**src/rtl/atm_pin_entry.sv**
```systemverilog
// rtl/atm_pin_entry.sv - keypad PIN collector with verdict handshake and lockout
// Optional inactivity timeout enabled by defining KEYPAD_TIMEOUT_EN.
module atm_pin_entry #(
  parameter int MIN_DIGITS     = 4,
  parameter int MAX_DIGITS     = 5,
  parameter int MAX_ATTEMPTS   = 3,
  parameter int TIMEOUT_CYCLES = 1000
) (
  input  logic        clk,
  input  logic        rst,
  input  logic        card,
  input  logic        key_valid,
  input  logic [3:0]  key_code,
  input  logic        pin_ack,
  input  logic        auth_ok,
  input  logic        auth_fail,
  input  logic        svc_unlock,
  output logic [16:0] pin_value,
  output logic        pin_valid,
  output logic [2:0]  digit_count,
  output logic [2:0]  attempts,
  output logic        entry_err,
  output logic        authed,
  output logic        locked,
  output logic        timeout
);

  typedef enum logic [2:0] {IDLE, ENTRY, PRESENT, WAIT_RES, AUTHED, LOCKED} state_t;

  localparam logic [2:0] MIN_CNT = 3'(MIN_DIGITS);
  localparam logic [2:0] MAX_CNT = 3'(MAX_DIGITS);
  localparam logic [2:0] MAX_ATT = 3'(MAX_ATTEMPTS);

  state_t      state_q, state_d;
  logic [16:0] acc_q, acc_d;
  logic [16:0] pin_q, pin_d;
  logic [2:0]  cnt_q, cnt_d;
  logic [2:0]  att_q, att_d;
  logic        err_q, err_d;
  logic        tmo_q, tmo_d;
  logic        is_digit;
  logic [2:0]  att_inc;

`ifdef KEYPAD_TIMEOUT_EN
  logic [31:0] tmr_q, tmr_d;
  logic        key_hit;
  assign key_hit = key_valid && (is_digit || key_code == 4'hA || key_code == 4'hE);
`endif

  assign is_digit = key_code <= 4'd9;
  assign att_inc  = att_q + 3'd1;

  always_comb begin
    state_d = state_q;
    acc_d   = acc_q;
    pin_d   = pin_q;
    cnt_d   = cnt_q;
    att_d   = att_q;
    err_d   = 1'b0;
    tmo_d   = 1'b0;
`ifdef KEYPAD_TIMEOUT_EN
    tmr_d   = 32'd0;
`endif
    case (state_q)
      IDLE: begin
        if (card) begin
          state_d = ENTRY;
          acc_d   = 17'd0;
          cnt_d   = 3'd0;
        end
      end
      ENTRY: begin
        if (key_valid && is_digit) begin
          if (cnt_q < MAX_CNT) begin
            acc_d = (acc_q << 3) + (acc_q << 1) + {13'd0, key_code};
            cnt_d = cnt_q + 3'd1;
          end
        end else if (key_valid && key_code == 4'hA) begin
          acc_d = 17'd0;
          cnt_d = 3'd0;
        end else if (key_valid && key_code == 4'hE) begin
          if (cnt_q >= MIN_CNT) begin
            pin_d   = acc_q;
            state_d = PRESENT;
          end else begin
            err_d = 1'b1;
            acc_d = 17'd0;
            cnt_d = 3'd0;
          end
        end
`ifdef KEYPAD_TIMEOUT_EN
        if (cnt_q != 3'd0 && !key_hit) begin
          if (tmr_q == 32'(TIMEOUT_CYCLES - 1)) begin
            tmo_d = 1'b1;
            acc_d = 17'd0;
            cnt_d = 3'd0;
          end else begin
            tmr_d = tmr_q + 32'd1;
          end
        end
`endif
      end
      PRESENT: begin
        if (pin_ack) begin
          state_d = WAIT_RES;
          acc_d   = 17'd0;
          cnt_d   = 3'd0;
        end
      end
      WAIT_RES: begin
        // A simultaneous ok/fail is treated as a failure.
        if (auth_fail) begin
          att_d   = att_inc;
          state_d = (att_inc == MAX_ATT) ? LOCKED : ENTRY;
        end else if (auth_ok) begin
          att_d   = 3'd0;
          state_d = AUTHED;
        end
      end
      AUTHED: ;
      LOCKED: begin
        if (svc_unlock) begin
          state_d = IDLE;
          att_d   = 3'd0;
        end
      end
      default: state_d = IDLE;
    endcase
    // Card removal overrides any same-cycle key, ack or verdict.
    if (!card && state_q != IDLE && state_q != LOCKED) begin
      state_d = IDLE;
      acc_d   = 17'd0;
      cnt_d   = 3'd0;
      att_d   = 3'd0;
      err_d   = 1'b0;
      tmo_d   = 1'b0;
`ifdef KEYPAD_TIMEOUT_EN
      tmr_d   = 32'd0;
`endif
    end
  end

  always_ff @(posedge clk) begin
    if (!rst) begin
      state_q <= IDLE;
      acc_q   <= 17'd0;
      pin_q   <= 17'd0;
      cnt_q   <= 3'd0;
      att_q   <= 3'd0;
      err_q   <= 1'b0;
      tmo_q   <= 1'b0;
    end else begin
      state_q <= state_d;
      acc_q   <= acc_d;
      pin_q   <= pin_d;
      cnt_q   <= cnt_d;
      att_q   <= att_d;
      err_q   <= err_d;
      tmo_q   <= tmo_d;
    end
  end

`ifdef KEYPAD_TIMEOUT_EN
  always_ff @(posedge clk) begin
    if (!rst) tmr_q <= 32'd0;
    else      tmr_q <= tmr_d;
  end
`endif

  assign pin_value   = pin_q;
  assign pin_valid   = (state_q == PRESENT);
  assign digit_count = cnt_q;
  assign attempts    = att_q;
  assign entry_err   = err_q;
  assign authed      = (state_q == AUTHED);
  assign locked      = (state_q == LOCKED);
  assign timeout     = tmo_q;

endmodule
```
**config.mk**
```make
export PLATFORM = sky130hd
export DESIGN_NAME = atm_pin_entry
export DESIGN_NICKNAME = d
export VERILOG_FILES = /design/src/rtl/atm_pin_entry.sv
export SDC_FILE = /design/constraint.sdc
export NUM_CORES = 1
export LEC_CHECK = 0
export ABC_AREA = 0
export BUFFER_PORTS_ARGS = -buffer_cell sky130_fd_sc_hd__buf_2
export CAP_MARGIN = 25
export CORE_MARGIN = 2
export CORE_UTILIZATION = 40
export CTS_BUF_LIST = sky130_fd_sc_hd__clkbuf_8
export DETAILED_ROUTE_END_ITERATION = 10
export PLACE_DENSITY_LB_ADDON = 0.3
export SLEW_MARGIN = 5
export SYNTH_ARGS = -nofsm -noshare
export SYNTH_HDL_FRONTEND = slang
export SYNTH_SLANG_ARGS = --single-unit
```
**constraint.sdc**
```tcl
create_clock -name clk -period 3.2 [get_ports clk]
set_input_delay 0.32 -clock clk [delete_from_list [all_inputs] [get_ports clk]]
set_output_delay 0.32 -clock clk [all_outputs]
set_load 0.03 [all_outputs]
```
# == Yosys cells after proc, flatten, opt, wreduce, memory -nomap -nowiden ==
# Cells that the tools add are included.
# Widths: inputs -> output; s select.
# word_totals
reg_bits,44
inputBits,12
out_inout_bits,28
word_cells,86
# op_classes
add_sub_neg,4
magnitude_cmp,3
n_eq_ne,20
muxes,31
bitwise_logic,6
reduce_logical,16
# ops
operator,count
$mux 17,7
$mux 3,19
$pmux 17 s3,1
$pmux 3 s6,1
$add 17x17->17,1
$add 17x4->17,1
$ne 2x2->1 const B,7
$eq 3x2->1 const B,3
$ne 3x3->1 const B,3
$pmux 3 s3,1
$reduce_and 9->1,1
$eq 4x4->1 const B,2
$ne 4x4->1 const B,2
$add 3x1->3 const B,2
$eq 3x3->1 const B,2
$not 1->1,6
$pmux 3 s2,1
$reduce_and 6->1,1
$reduce_bool 3->1,2
$reduce_or 6->1,1
$logic_and 1x1->1,5
$reduce_and 5->1,1
$le 4x4->1 const B,1
$eq 3x1->1 const B,1
8 further kinds,8

# == Depth between registers and ports, before layout ==
# Gate-level depths: netlist of run 1.
# logic_depth
ltp_word,6
depth_mapped,10
depth_no_buf,10

# == Worst setup path after synthesis of run 1 ==
# No wires, ideal clock.
# synth_timing
path_kind,input to register
start,input key_code[3]
end,register acc_q[10]
setup_time_ps,74
arrival_time_ps,2500
required_time_ps,3126
slack_ps,626
stages,9
n_path_buf,0
path_cell_list,inv_1 -> fa_1 -> inv_1 -> fa_1 -> a21oi_1 -> o21ai_0 -> a2111oi_0 -> o211ai_1 -> a31oi_1
# synth_via
elab_chain_len,5
word_cells_on_any_way,15
cone_classes,add/sub: 1; order compare: 1; eq/ne: 5; mux: 4; reduce/logical: 4
# synth_rtl
element,line,source
start: declaration,13,"input logic [3:0] key_code,"
"parallel branches: the longest is 5 deep, another holds $add 17x4->17",-,
end signal: assignment,146,acc_q <= 17'd0;
end signal: assignment,154,acc_q <= acc_d;
end: declaration,35,"logic [16:0] acc_q, acc_d;"
# Several ways; the timed one is not identified. The select of a mux whose other input is x is not followed.
# A chain may end at the register's enable or synchronous reset.

# == Worst setup path in the final report of run 1 ==
# layout_timing
start,register acc_q[0]
end,register acc_q[10]
# layout_via
elab_chain_len,5
# layout_rtl
element,line,source
$add 17x17->17,75,"acc_d = (acc_q << 3) + (acc_q << 1) + {13'd0, key_code};"
$add 17x4->17,75,
$mux 17,74,if (cnt_q < MAX_CNT) begin
$mux 17,73,if (key_valid && is_digit) begin
$pmux 17 s3,64,case (state_q)
# No other way between the ends. The select of a mux whose other input is x is not followed.

==> results by stage, run 1 <==
Layout:
- The final non-filler cell total is between 400 and 500.
- The net count of the finished layout is 403.
- The fraction of the core area covered by cells at the end of the flow is between 40% and 50%.
- The filler cells instantiated in the layout total approximately 700.
- Relative to the synthesized area, the layout overhead comes to 12.5%.
- The share of layout cells above drive strength 1 is 15.4%.
- The final antenna diode count is 0.

Detailed routing:
- The count of nets left with antenna violations once routing finished came out at 0.
- After detailed routing, the total wire length is 6650 µm.
- In the final routed layout, each cell accounts on average for about 15 µm.
- The final routed DRC violation total is 0.
- The pre-antenna-repair detailed-routing pass consisted of 4 iterations.
- The overall via count from detail_route is between 2,000 and 2,500.
- The via density per instance is around 5.4.
- The initial detailed-routing violation count is ~120.

Worst setup path:
- The most critical setup path has its endpoint at acc_q[10].
- The type of destination of the critical path is a flip-flop.
- The type of element launching the critical path is a flip-flop.
- The arrival time of data at the critical path endpoint is between 3000 and 4000 ps.
- The critical path starts at acc_q[0].
- The critical register-to-register path endpoint is acc_q[10].
- The worst setup path is of the flip-flop to flip-flop kind.
- The top fanout value on the critical path is 3.
- At the worst endpoint, the required time is between 3000 and 4000 ps.
- Setup slack on the worst reg-to-reg path comes out at around 320 ps.
- The startpoint of the worst-slack reg-to-reg timing path is acc_q[0].
- The depth of the worst register-to-register path is 9.

Placed design:
- Routability-driven placement finished with a final weighted congestion of around 0.8.
- Once placement completed, the tool counted placed cells totaling 446.
- The wire-length estimate of the detail-placed layout is 4890 µm.
- The count of buffers added on input and output ports is 38.

Clock tree:
- Counting the buffers created by CTS gives 5.
- The total of hold buffers inserted after clock tree synthesis is 0.
- The quantity of gates resized following cts is 0.
- TritonCTS built the clock tree.
- The tree is rooted in a sky130_fd_sc_hd__clkbuf_8.
- Clock-pin slew was measured on the worst setup and hold paths at 80 ps.
- The H-tree was split into 2 levels.
- Once the clock tree was built, the setup fixing pass inserted 0 buffers.
- The clock drives 44 sinks.
- For the worst-skew pair, the clock arrives at the later sink with an insertion delay of about 300 ps.
- The deepest clock path buffer count is 2.

STA:
- The sum of negative setup slack is 0 ps.
- For the final database, setup skew stands at 6.31 ps.
- The count of pins over their slew limit is 0.
- The clock period minus final worst setup slack is approximately 2900 ps.
- The measured slew at the worst slew-check pin is about 1000 ps.
- The count of endpoints failing hold in the final timing report is 0.
- Setup repair after global routing left no endpoint under its margin.
- The worst relative slew slack is between 30 and 40%.
- Setup violations remaining at the end of the flow were counted as 0.
- The fmax is 0.347 GHz.
- The final period utilization is around nine tenths.

Pwr:
- In this run switching power makes up 26.4% of total power.
- For this design the total switching power over the nets is 0.000278 W.
- Power spread over the standard cell area amounts to 332 nW/µm².
- The combinational share of power is approximately 10%.
- The leakage power total is around 1.5 nW.
- Cell internal power was estimated by the tool at 0.000777 W.
- The portion of total power attributed to the clock network is approximately 37%.
- The part of the power in registers is between 50% and 60%.
- The maximum VDD drop is 0.000225 V.

Die:
- The floorplan step defined a die boundary enclosing about 7800 µm².
- In this run the horizontal extent of the chip is a little under 90 µm.
- The number of rows in the core area is 30.
- The placeable core region is between 6000 and 7000 µm².
- The effective utilization at floorplan is roughly two fifths.
- The die is slightly below 90 µm tall.
- 40 I/O pins were placed.

Synth:
- The largest total area in the synthesized netlist belongs to sky130_fd_sc_hd__dfxtp_1.
- The number of nets handed over by synthesis was 371.
- In this run, synthesis inferred 0 flip-flops with an integrated enable.
- Among all flip-flop cells after synthesis, the most frequent one is sky130_fd_sc_hd__dfxtp_1.
- Of the post-synthesis cell area, the dominant cell type holds just over 30%.
- Ranked by total cell area, the synthesized netlist is headed by sky130_fd_sc_hd__dfxtp_1, sky130_fd_sc_hd__ha_1, sky130_fd_sc_hd__mux2i_1.
- The most repeated cell in the gate-level netlist after synthesis is sky130_fd_sc_hd__dfxtp_1.
- The share of synthesized area occupied by flip-flops and latches is 31.2%.
- Synthesis handed over a netlist of between 300 and 400 instances.
- The Yosys step of the flow raised 0 warnings.
- Counting instances in the post-synthesis netlist gives the leading cell types as sky130_fd_sc_hd__dfxtp_1, sky130_fd_sc_hd__ha_1, sky130_fd_sc_hd__a21oi_1, sky130_fd_sc_hd__nand2_1, sky130_fd_sc_hd__nor2_1.
- The mapped cell area is approximately 2800 µm².
- A synthesized cell averages 8.70 µm².
- The number of synthesized register bits is 44.
- Synthesis instantiated between 50 and 60 different standard cells from the library.
- For this run, asynchronously set or reset flops after synthesis account for 0%.

Global routing:
- The pin count of the biggest net entering global routing is 29.
- The initial antenna violation count was 0.
- After global routing the overflow that remains totals 0.
- The number of global-route vias before repair is about 2,300.
- In the global route stage, overall resource usage came out at between 10% and 20%.
- The first global-routing pass estimated about 11,000 µm of wire.

Worst hold path:
- The tightest min-delay check is of the input pin to flip-flop type.

Status:
- The run finished with clean final reports.

Flow run:
- The tool flagged a number of max-cap violations equal to 0.
cells by family (layout without fill, tap and decap cells):
family                   after synthesis  after routing  synth area share, %
buffers and inverters                 30             62                 4.69
other                                  1              1                0.133
multiplexers                          16             16                 5.67
flip-flops                            44             44                 31.2
AO/OA/AOI/OAI                         77             77                 18.5
XOR/XNOR                              13             13                 4.03
adder cells (fa/ha/maj)               34             34                 15.6
AND/OR/NAND/NOR                      110            110                 20.3
worst min path at each step:
stage,to,startpoint,cells past startpoint
floorplan,acc_q[4],acc_q[4],2
global placement,attempts[1],attempts[1],2
detailed placement,attempts[1],attempts[1],2
CTS,acc_q[0],key_code[0],3
global route,acc_q[0],key_code[0],3
finish,acc_q[0],key_code[0],3
flip-flops by register name, indices dropped and copies added (netlist names):
name	count
attempts	3
digit_count	3
entry_err	1
pin_value	17
state_q	3
acc_q	17
critical path: stages (launching register included):
cell and delay, ps:
sky130_fd_sc_hd__dfxtp_1 370, sky130_fd_sc_hd__inv_1 80, sky130_fd_sc_hd__fa_1 500, sky130_fd_sc_hd__inv_1 70, sky130_fd_sc_hd__fa_1 460, sky130_fd_sc_hd__a21oi_1 250
sky130_fd_sc_hd__o21ai_0 160, sky130_fd_sc_hd__a2111oi_0 570, sky130_fd_sc_hd__o211ai_1 180, sky130_fd_sc_hd__a31oi_1 190
layout by cell type, fill, tap and decap left out, types with 10 or more instances in the layout:
master                     n
sky130_fd_sc_hd__a21oi_1  23
sky130_fd_sc_hd__buf_2    38
sky130_fd_sc_hd__dfxtp_1  44
sky130_fd_sc_hd__ha_1     32
sky130_fd_sc_hd__inv_1    13
sky130_fd_sc_hd__mux2i_1  16
sky130_fd_sc_hd__nand2_1  23
sky130_fd_sc_hd__nand3_1  15
sky130_fd_sc_hd__nor2_1   21
sky130_fd_sc_hd__nor2b_1  17
sky130_fd_sc_hd__o21ai_0  10
area by class of cell:
type / instances / area, µm² / area share [%]
inverter: 13 / 48.8 / 1.53
tap: 96 / 120 / 3.78
timing repair buffer: 42 / 220 / 6.93
clock buffer: 7 / 96.3 / 3.03
multi-input combinational: 251 / 1810 / 57.0
sequential: 44 / 881 / 27.7
power groups by stage:
stage / sequential (W) / combinational, W / clock (W)
2_1_floorplan: 0.000567 / 0.0000787 / 0
3_3_place_gp: 0.000572 / 0.000103 / 0
3_5_place_dp: 0.000571 / 0.000103 / 0
4_1_cts: 0.000559 / 0.000104 / 0.000396
5_1_grt: 0.000560 / 0.000116 / 0.000414
6_report: 0.000559 / 0.000105 / 0.000391
stage by stage:
stage / setup WS, ps / hold WS [ps] / total power, W / cell area [µm²]
2_1_floorplan: 626 / 465 / 0.000646 / 2830
3_3_place_gp: 288 / 483 / 0.000675 / 3080
3_5_place_dp: 248 / 484 / 0.000675 / 3080
4_1_cts: 323 / 297 / 0.00106 / 3180
5_1_grt: 49.9 / 334 / 0.00109 / 3180
6_report: 321 / 302 / 0.00105 / 3180
layer usage:
metal / share of wire [%] / wire [µm] / GRT usage (%) / up-vias
met2: 43 / 2890 / 28.4 / 59
li1: - / - / - / 1231
met1: 50 / 3360 / 25.7 / 1141
met3: 5.3 / 351 / 3.02 / 6
met4: 0.77 / 51 / 3.58 / 0
met5: 0 / 0 / 0 / -
Note: power is estimated with default switching activity, not from simulation.
==> inputs of run 2 (changes only) <==
--- a/config.mk
+++ b/config.mk
@@ -12,7 +12,7 @@
 export CORE_UTILIZATION = 40
 export CTS_BUF_LIST = sky130_fd_sc_hd__clkbuf_8
 export DETAILED_ROUTE_END_ITERATION = 10
-export PLACE_DENSITY_LB_ADDON = 0.3
+export PLACE_DENSITY_LB_ADDON = 0.1
 export SLEW_MARGIN = 5
 export SYNTH_ARGS = -nofsm -noshare
 export SYNTH_HDL_FRONTEND = slang
==> constraint.sdc (replaced) <==
create_clock -name clk -period 2.7 [get_ports clk]
set_input_delay 0.27 -clock clk [delete_from_list [all_inputs] [get_ports clk]]
set_output_delay 0.27 -clock clk [all_outputs]
set_load 0.03 [all_outputs]
==> results by stage, run 2 (synthesis gave the netlist of run 1 again) <==
Pwr:
- The sum of internal, switching and leakage power is between 0.001 and 0.0015 W.
- The leakage power total is 1.59 nW.
- The ratio of total power to cell area is approximately 380 nW/µm².
- VDD sags by at most 0.000184 V.

STA:
- The sum of negative setup slack is 0 ps.
- Setup repair after global routing left no endpoint under its margin.
- The fmax is 0.394 GHz.
- At the pin with the least slew margin, the transition time is between 600 and 700 ps.
- The count of endpoints failing hold in the final timing report came to 0.
- The setup violation total in the final timing report is 0.
- The clock period minus final worst setup slack is between 2000 and 3000 ps.
- The final period utilization is a little over nine tenths.
- Across the routed clock network, the largest skew measured is roughly 8.6 ps.
- The post-route worst setup slack is between 150 and 200 ps.
- The count of pins over their slew limit came to 0.
- The worst relative slew slack is between 50 and 60%.

Die:
- In this run the horizontal extent of the chip is a little under 90 µm.
- The placeable core region is a little under 7000 µm².
- The effective utilization at floorplan is 41.4%.
- The height of the die is 88.1 µm.
- The floorplan has 30 rows.
- The number of I/O pins is 40.
- The floorplan step defined a die boundary enclosing between 7000 and 8000 µm².

Clock tree:
- TritonCTS built the clock tree.
- Clock-pin slew was measured on the worst setup and hold paths at about 90 ps.
- The H-tree generated during clock tree synthesis spans 2 levels.
- The cell at the root of the clock tree is sky130_fd_sc_hd__clkbuf_8.
- The total of hold buffers inserted after clock tree synthesis is 0.
- For this design, the sink count on the clock tree is between 40 and 50.
- Counting the buffers created by CTS gives 5.
- The clock passes through at most 2 buffers.
- At the later pin of the worst-skew pair, clock insertion delay measures 300 ps.

Global routing:
- Entering global routing, the biggest net connects 21 pins.
- The total overflow reported by the global router is 0.
- The number of global-route vias before repair is 2,171.
- Global routing used 17.8% of the available tracks.
- The initial antenna violation count is 0.
- The wire length of the first global-routing pass is between 10,000 and 15,000 µm.

Worst setup path:
- Among cell families on the critical path, the largest total delay comes from compound AO/OA/AOI/OAI gates.
- The cell type with the highest occurrence count on the critical path is sky130_fd_sc_hd__ha_1.
- At the worst endpoint, the required time is 2910 ps.
- The largest single stage delay on the critical path is approximately 480 ps.
- For the worst setup path, the data arrival time is roughly 2800 ps.
- The critical path contains buffers and inverters numbering 0 combined.
- The signal on the critical path passes through ha_1, ha_1, a21oi_1, o21ai_0, a221oi_1, o21ai_1, xnor2_1, o41ai_1.
- Among all stages on the critical path, the largest delay is contributed by sky130_fd_sc_hd__dfxtp_1.
- The setup path with the least slack is of type flip-flop to flip-flop.
- The type of element launching the critical path is a flip-flop.
- In this run the worst path has a maximum fanout of 4.
- The type of destination of the critical path is a flip-flop.

Placed design:
- The placer's final routability congestion estimate is between 0.8 and 0.9.
- At the placement stage, the worst setup path has a slack of -91.4 ps.
- The cell total after placement is 456.
- The sum of net half-perimeters after detailed placement is approximately 4900 µm.
- The count of buffers added on input and output ports is 38.

Layout:
- Relative to the synthesized area, the layout overhead comes to 16.9%.
- In the layout the commonest cells are sky130_fd_sc_hd__dfxtp_1, sky130_fd_sc_hd__buf_2, sky130_fd_sc_hd__ha_1.
- Measured on the finished design, the core utilization comes to just under 50%.
- The final net count is around 410.
- Leaving out fill and tap cells, the most frequent cell in the layout is sky130_fd_sc_hd__dfxtp_1.
- The share of layout cells above drive strength 1 is a little over a fifth.
- The final non-filler cell total is roughly 470.
- The filler cells instantiated in the layout total about 720.
- 0 antenna diodes ended up in the layout.

Detailed routing:
- For this run, design rule violations remaining after detail routing come to 0.
- The number of iterations in the first detailed-routing pass is 4.
- The initial detailed-routing violation count is 68.
- The via density per instance is 5.19.
- For this block, the routed nets add up to between 6000 and 7000 µm of wire.
- The count of nets left with antenna violations once routing finished came out at 0.
- Dividing the detail-routed wire length by the instance count gives approximately 14 µm.
- The overall via count from detail_route is 2,415.

Worst hold path:
- The classification of the worst-slack hold path is input pin to flip-flop.

Flow run:
- The tool flagged a number of max-cap violations equal to 0.

Status:
- The flow ran to the end, and the final reports show no timing, DRC or antenna violations.
-- run 2: final timing paths --
check / start / to / slack (ps) / cells after the start
worst max register to register: acc_q[7] / acc_q[15] / 160 / 8
worst max-delay path: acc_q[7] / acc_q[15] / 160 / 8
worst min-delay path: key_code[0] / acc_q[0] / 260 / 3
worst min register to register: attempts[1] / attempts[1] / 500 / 2
-- run 2: worst register-to-register path, delay by kind of cell (launching register included) --
family | cells | cell delay, ps
AO/OA/AOI/OAI | 5 | 1250
XOR/XNOR | 1 | 130
flip-flops | 1 | 480
adder cells (fa/ha/maj) | 2 | 600
-- run 2: metal layers --
layer	part of all wire, %	global-route usage (%)
met1	53	27.6
met2	44	26.0
met3	2.8	2.83
met4	0.54	3.72
met5	0	0
-- run 2: through the flow --
stage	hold slack, ps	area [µm²]
after global placement	491	3160
after floorplan	418	2830
after CTS	235	3260
after detailed placement	492	3160
final	261	3300
after global routing	241	3300
-- run 2: cell type report --
type / count / area (µm²) / area share [%]
repair buffers: 53 / 303 / 9.16
clock buffers: 6 / 82.6 / 2.50
well taps: 96 / 120 / 3.63
flip-flops and latches: 44 / 883 / 26.7
clock inverters: 2 / 10.0 / 0.303
multi-input cells: 251 / 1860 / 56.2
inverters: 13 / 48.8 / 1.48
-- run 2: power by group --
group	leakage, nW	switching (W)	internal (W)
clock	0.0510	0.000240	0.000205
combinational	1.19	0.0000901	0.0000500
sequential	0.356	0.00000742	0.000653
-- run 2: what timing repair did --
item,CTS,global route
gates resized for setup,2,12
setup buffers,0,2
pin swaps,0,10
setup endpoints to repair,3,8
==> inputs of run 3 (changes only) <==
--- a/config.mk
+++ b/config.mk
@@ -12,7 +12,8 @@
 export CORE_UTILIZATION = 40
 export CTS_BUF_LIST = sky130_fd_sc_hd__clkbuf_8
 export DETAILED_ROUTE_END_ITERATION = 10
-export PLACE_DENSITY_LB_ADDON = 0.1
+export PLACE_DENSITY = 0.58
+export SKIP_LAST_GASP = 1
 export SLEW_MARGIN = 5
 export SYNTH_ARGS = -nofsm -noshare
 export SYNTH_HDL_FRONTEND = slang
==> results by stage, run 3 (synthesis gave the netlist of run 1 again) <==
Status:
- The flow ran to the end, and the final reports show no timing, DRC or antenna violations.

Worst setup path:
- The critical register-to-register path endpoint is acc_q[15].
- The type of element launching the critical path is a flip-flop.
- Broken down by cell family, the worst path's largest delay share belongs to compound AO/OA/AOI/OAI gates.
- The category of the critical setup timing path is flip-flop to flip-flop.
- The number of buffer and inverter instances along the worst setup path is 3.
- STA puts the critical path data required time at 2920 ps.
- The depth of the worst register-to-register path is 11.
- The arrival time of data at the critical path endpoint is 2840 ps.
- Along the worst path, the maximum fanout reaches 3.
- The type of destination of the critical path is a flip-flop.
- The startpoint of the worst-slack reg-to-reg timing path is acc_q[2].
- Counting stages on the worst path, the most repeated cell is sky130_fd_sc_hd__inv_2.
- The reg2reg setup slack is 70 ps.
- The delay of the slowest cell on the worst path is between 500 and 600 ps.
- The signal on the critical path passes through inv_2, fa_1, inv_2, buf_4, ha_4, a21o_1, and4_4, o211ai_1, o21ai_1, xnor2_1, o41ai_2.
- The cell with the largest stage delay on the worst path is sky130_fd_sc_hd__fa_1.

Worst hold path:
- The worst hold path belongs to the class input pin to flip-flop.
- Along the worst hold path, the cell count comes to 3.
- The worst hold path terminates at acc_q[0].
- The start point of the worst min-delay path is key_code[0].

Pwr:
- Total power for the finished layout comes to around 0.0013 W.
- Power spread over the standard cell area amounts to about 400 nW/µm².
- The worst-case IR drop observed on VDD is 0.000266 V.
- Summed over all cells, the static leakage comes to roughly 1.6 nW.

Detailed routing:
- The final routed DRC violation total is 0.
- The routed wire length per instance is ~14 µm.
- In the routed layout, each cell is associated on average with a via count of between 5 and 6.
- In this run, the number of DRC markers left after iteration 0 of detailed routing was a little over 80.
- Detailed routing inserted a total of around 2,400 vias.
- The remaining antenna violation count is 0.
- The wire length reported by the detailed router is approximately 6600 µm.
- The number of iterations in the first detailed-routing pass is 4.

Die:
- The placeable core region is about 6800 µm².
- The die is about 88 µm tall.
- The number of rows in the core area is 30.
- The number of I/O pins is 40.
- The die covers between 7000 and 8000 µm².
- The die is about 88 µm wide.
- The effective utilization at floorplan is about two fifths.

Placed design:
- The sum of net half-perimeters after detailed placement is 4830 µm.
- In this run the tool buffered the top-level ports with 38 buffer cells.
- The total cell area at the placement stage is about 3200 µm².
- Routability-driven placement finished with a final weighted congestion of about 0.84.

Clock tree:
- The deepest clock path buffer count is 2.
- The total of hold buffers inserted after clock tree synthesis is 0.
- The clock latency on the worst-skew pair is slightly above 300 ps.
- The number of post-CTS setup repair buffers is 0.
- The TritonCTS clock tree is done.
- The clock input transition at the sequential cells of the worst setup and hold paths is roughly 90 ps.
- The number of clock sinks seen by CTS is 44.
- The cell at the root of the clock tree is sky130_fd_sc_hd__clkbuf_8.
- The H-tree level count is 2.
- In this run, CTS created clock tree buffers numbering 5.

Global routing:
- The wire length of the first global-routing pass is approximately 11,000 µm.
- For met3 alone, demand over resource in global routing was 4.43%.
- The initial antenna violation count is 0.
- The number of global-route vias before repair came to around 2,200.
- Entering global routing, the biggest net connects 27 pins.
- The met1 usage is a little over a quarter.
- The total overflow reported by the global router is 0.
- Global routing consumed, on the met2 layer, approximately 27% of the routing resources.
- Global routing used between 10% and 20% of the available tracks across all layers.
- The layer carrying the most global-route usage is met2.

Layout:
- The final instance area is around 3300 µm².
- The area overhead of the layout relative to synthesis is 17.1%.
- The count of fill cells added during filler insertion is between 600 and 700.
- The top cell types in the final layout, fill and taps aside, are sky130_fd_sc_hd__dfxtp_1, sky130_fd_sc_hd__buf_2, sky130_fd_sc_hd__ha_1.
- The final net count is around 410.
- The post-route netlist has roughly a fifth of its cells at a drive strength greater than 1.
- The final antenna diode count is 0.
- The most frequent standard cell in the layout excluding fill and tap cells is sky130_fd_sc_hd__dfxtp_1.

STA:
- The final period utilization is between 90% and 100%.
- Setup repair after global routing could not meet its margin everywhere.
- The count of pins over their slew limit came to 0.
- For the pin with the worst max-slew slack, the measured transition is roughly 600 ps.
- The count of endpoints failing hold in the final timing report is 0.
- Timing would allow up to 0.381 GHz.
- The worst relative slew slack is 60.0%.
- The worst path in the final design needs a cycle of ~2600 ps, including I/O delays and setup.
- Between clock sinks in the finished design, the worst skew comes to between 7 and 8 ps.
- Setup violations remaining at the end of the flow were counted as 0.

Flow run:
- Across the run, the number of max-cap violations was 0.
## run 3: per-stage QoR
stage | hold WS, ps | util [%] | std cells | setup slack [ps] | setup TNS, ps
CTS | 226 | 47.8 | 463 | 9.24 | 0
finish | 248 | 48.4 | 463 | 72.2 | 0
global placement | 482 | 46.2 | 455 | -53.8 | -80.6
global route | 254 | 48.4 | 463 | -54.4 | -153
floorplan | 418 | - | 325 | 140 | 0
detailed placement | 487 | 46.2 | 455 | -130 | -299
## run 3: cell type report
class / count / area [µm²] / area share, %
multi-input combinational: 251 / 1860 / 56.3
sequential: 44 / 883 / 26.7
timing repair buffer: 51 / 288 / 8.70
tap: 96 / 120 / 3.63
clock buffer: 5 / 68.8 / 2.08
inverter: 13 / 48.8 / 1.47
clock inverter: 3 / 38.8 / 1.17
## run 3: what timing repair did
action	in CTS	in global routing
resized for setup	2	12
pin swaps	0	8
setup endpoints to repair	1	9
## run 3: how the worst max path moves through the flow
| stage | startpoint | end | slack (ps) | cells after the start |
|---|---|---|---|---|
| finish | acc_q[2] | acc_q[15] | 70 | 11 |
| global route | acc_q[0] | acc_q[12] | -50 | 10 |
| CTS | acc_q[0] | acc_q[16] | 9 | 11 |
| detailed placement | key_code[3] | acc_q[10] | -130 | 10 |
| global placement | key_code[3] | acc_q[10] | -50 | 10 |
| floorplan | acc_q[0] | acc_q[10] | 140 | 9 |
## run 3: power breakdown
part	leakage (nW)	internal (W)	switching, W
Combinational	1.18	0.0000488	0.0000901
Clock	0.0593	0.000271	0.000242
Sequential	0.356	0.000652	0.00000945
Total	1.60	0.000972	0.000342
## run 3: metal layers
layer	share of wire [%]	routed length (µm)
met2	44	2920
met4	0.98	65
met5	0	0
met3	4.3	288
met1	51	3370
## run 3: worst register-to-register path, stage by stage (launching register included)
cell and delay [ps]:
sky130_fd_sc_hd__dfxtp_2 340, sky130_fd_sc_hd__inv_2 40, sky130_fd_sc_hd__fa_1 520, sky130_fd_sc_hd__inv_2 50
sky130_fd_sc_hd__buf_4 130, sky130_fd_sc_hd__ha_4 220, sky130_fd_sc_hd__a21o_1 180, sky130_fd_sc_hd__and4_4 200
sky130_fd_sc_hd__o211ai_1 280, sky130_fd_sc_hd__o21ai_1 110, sky130_fd_sc_hd__xnor2_1 150, sky130_fd_sc_hd__o41ai_2 310
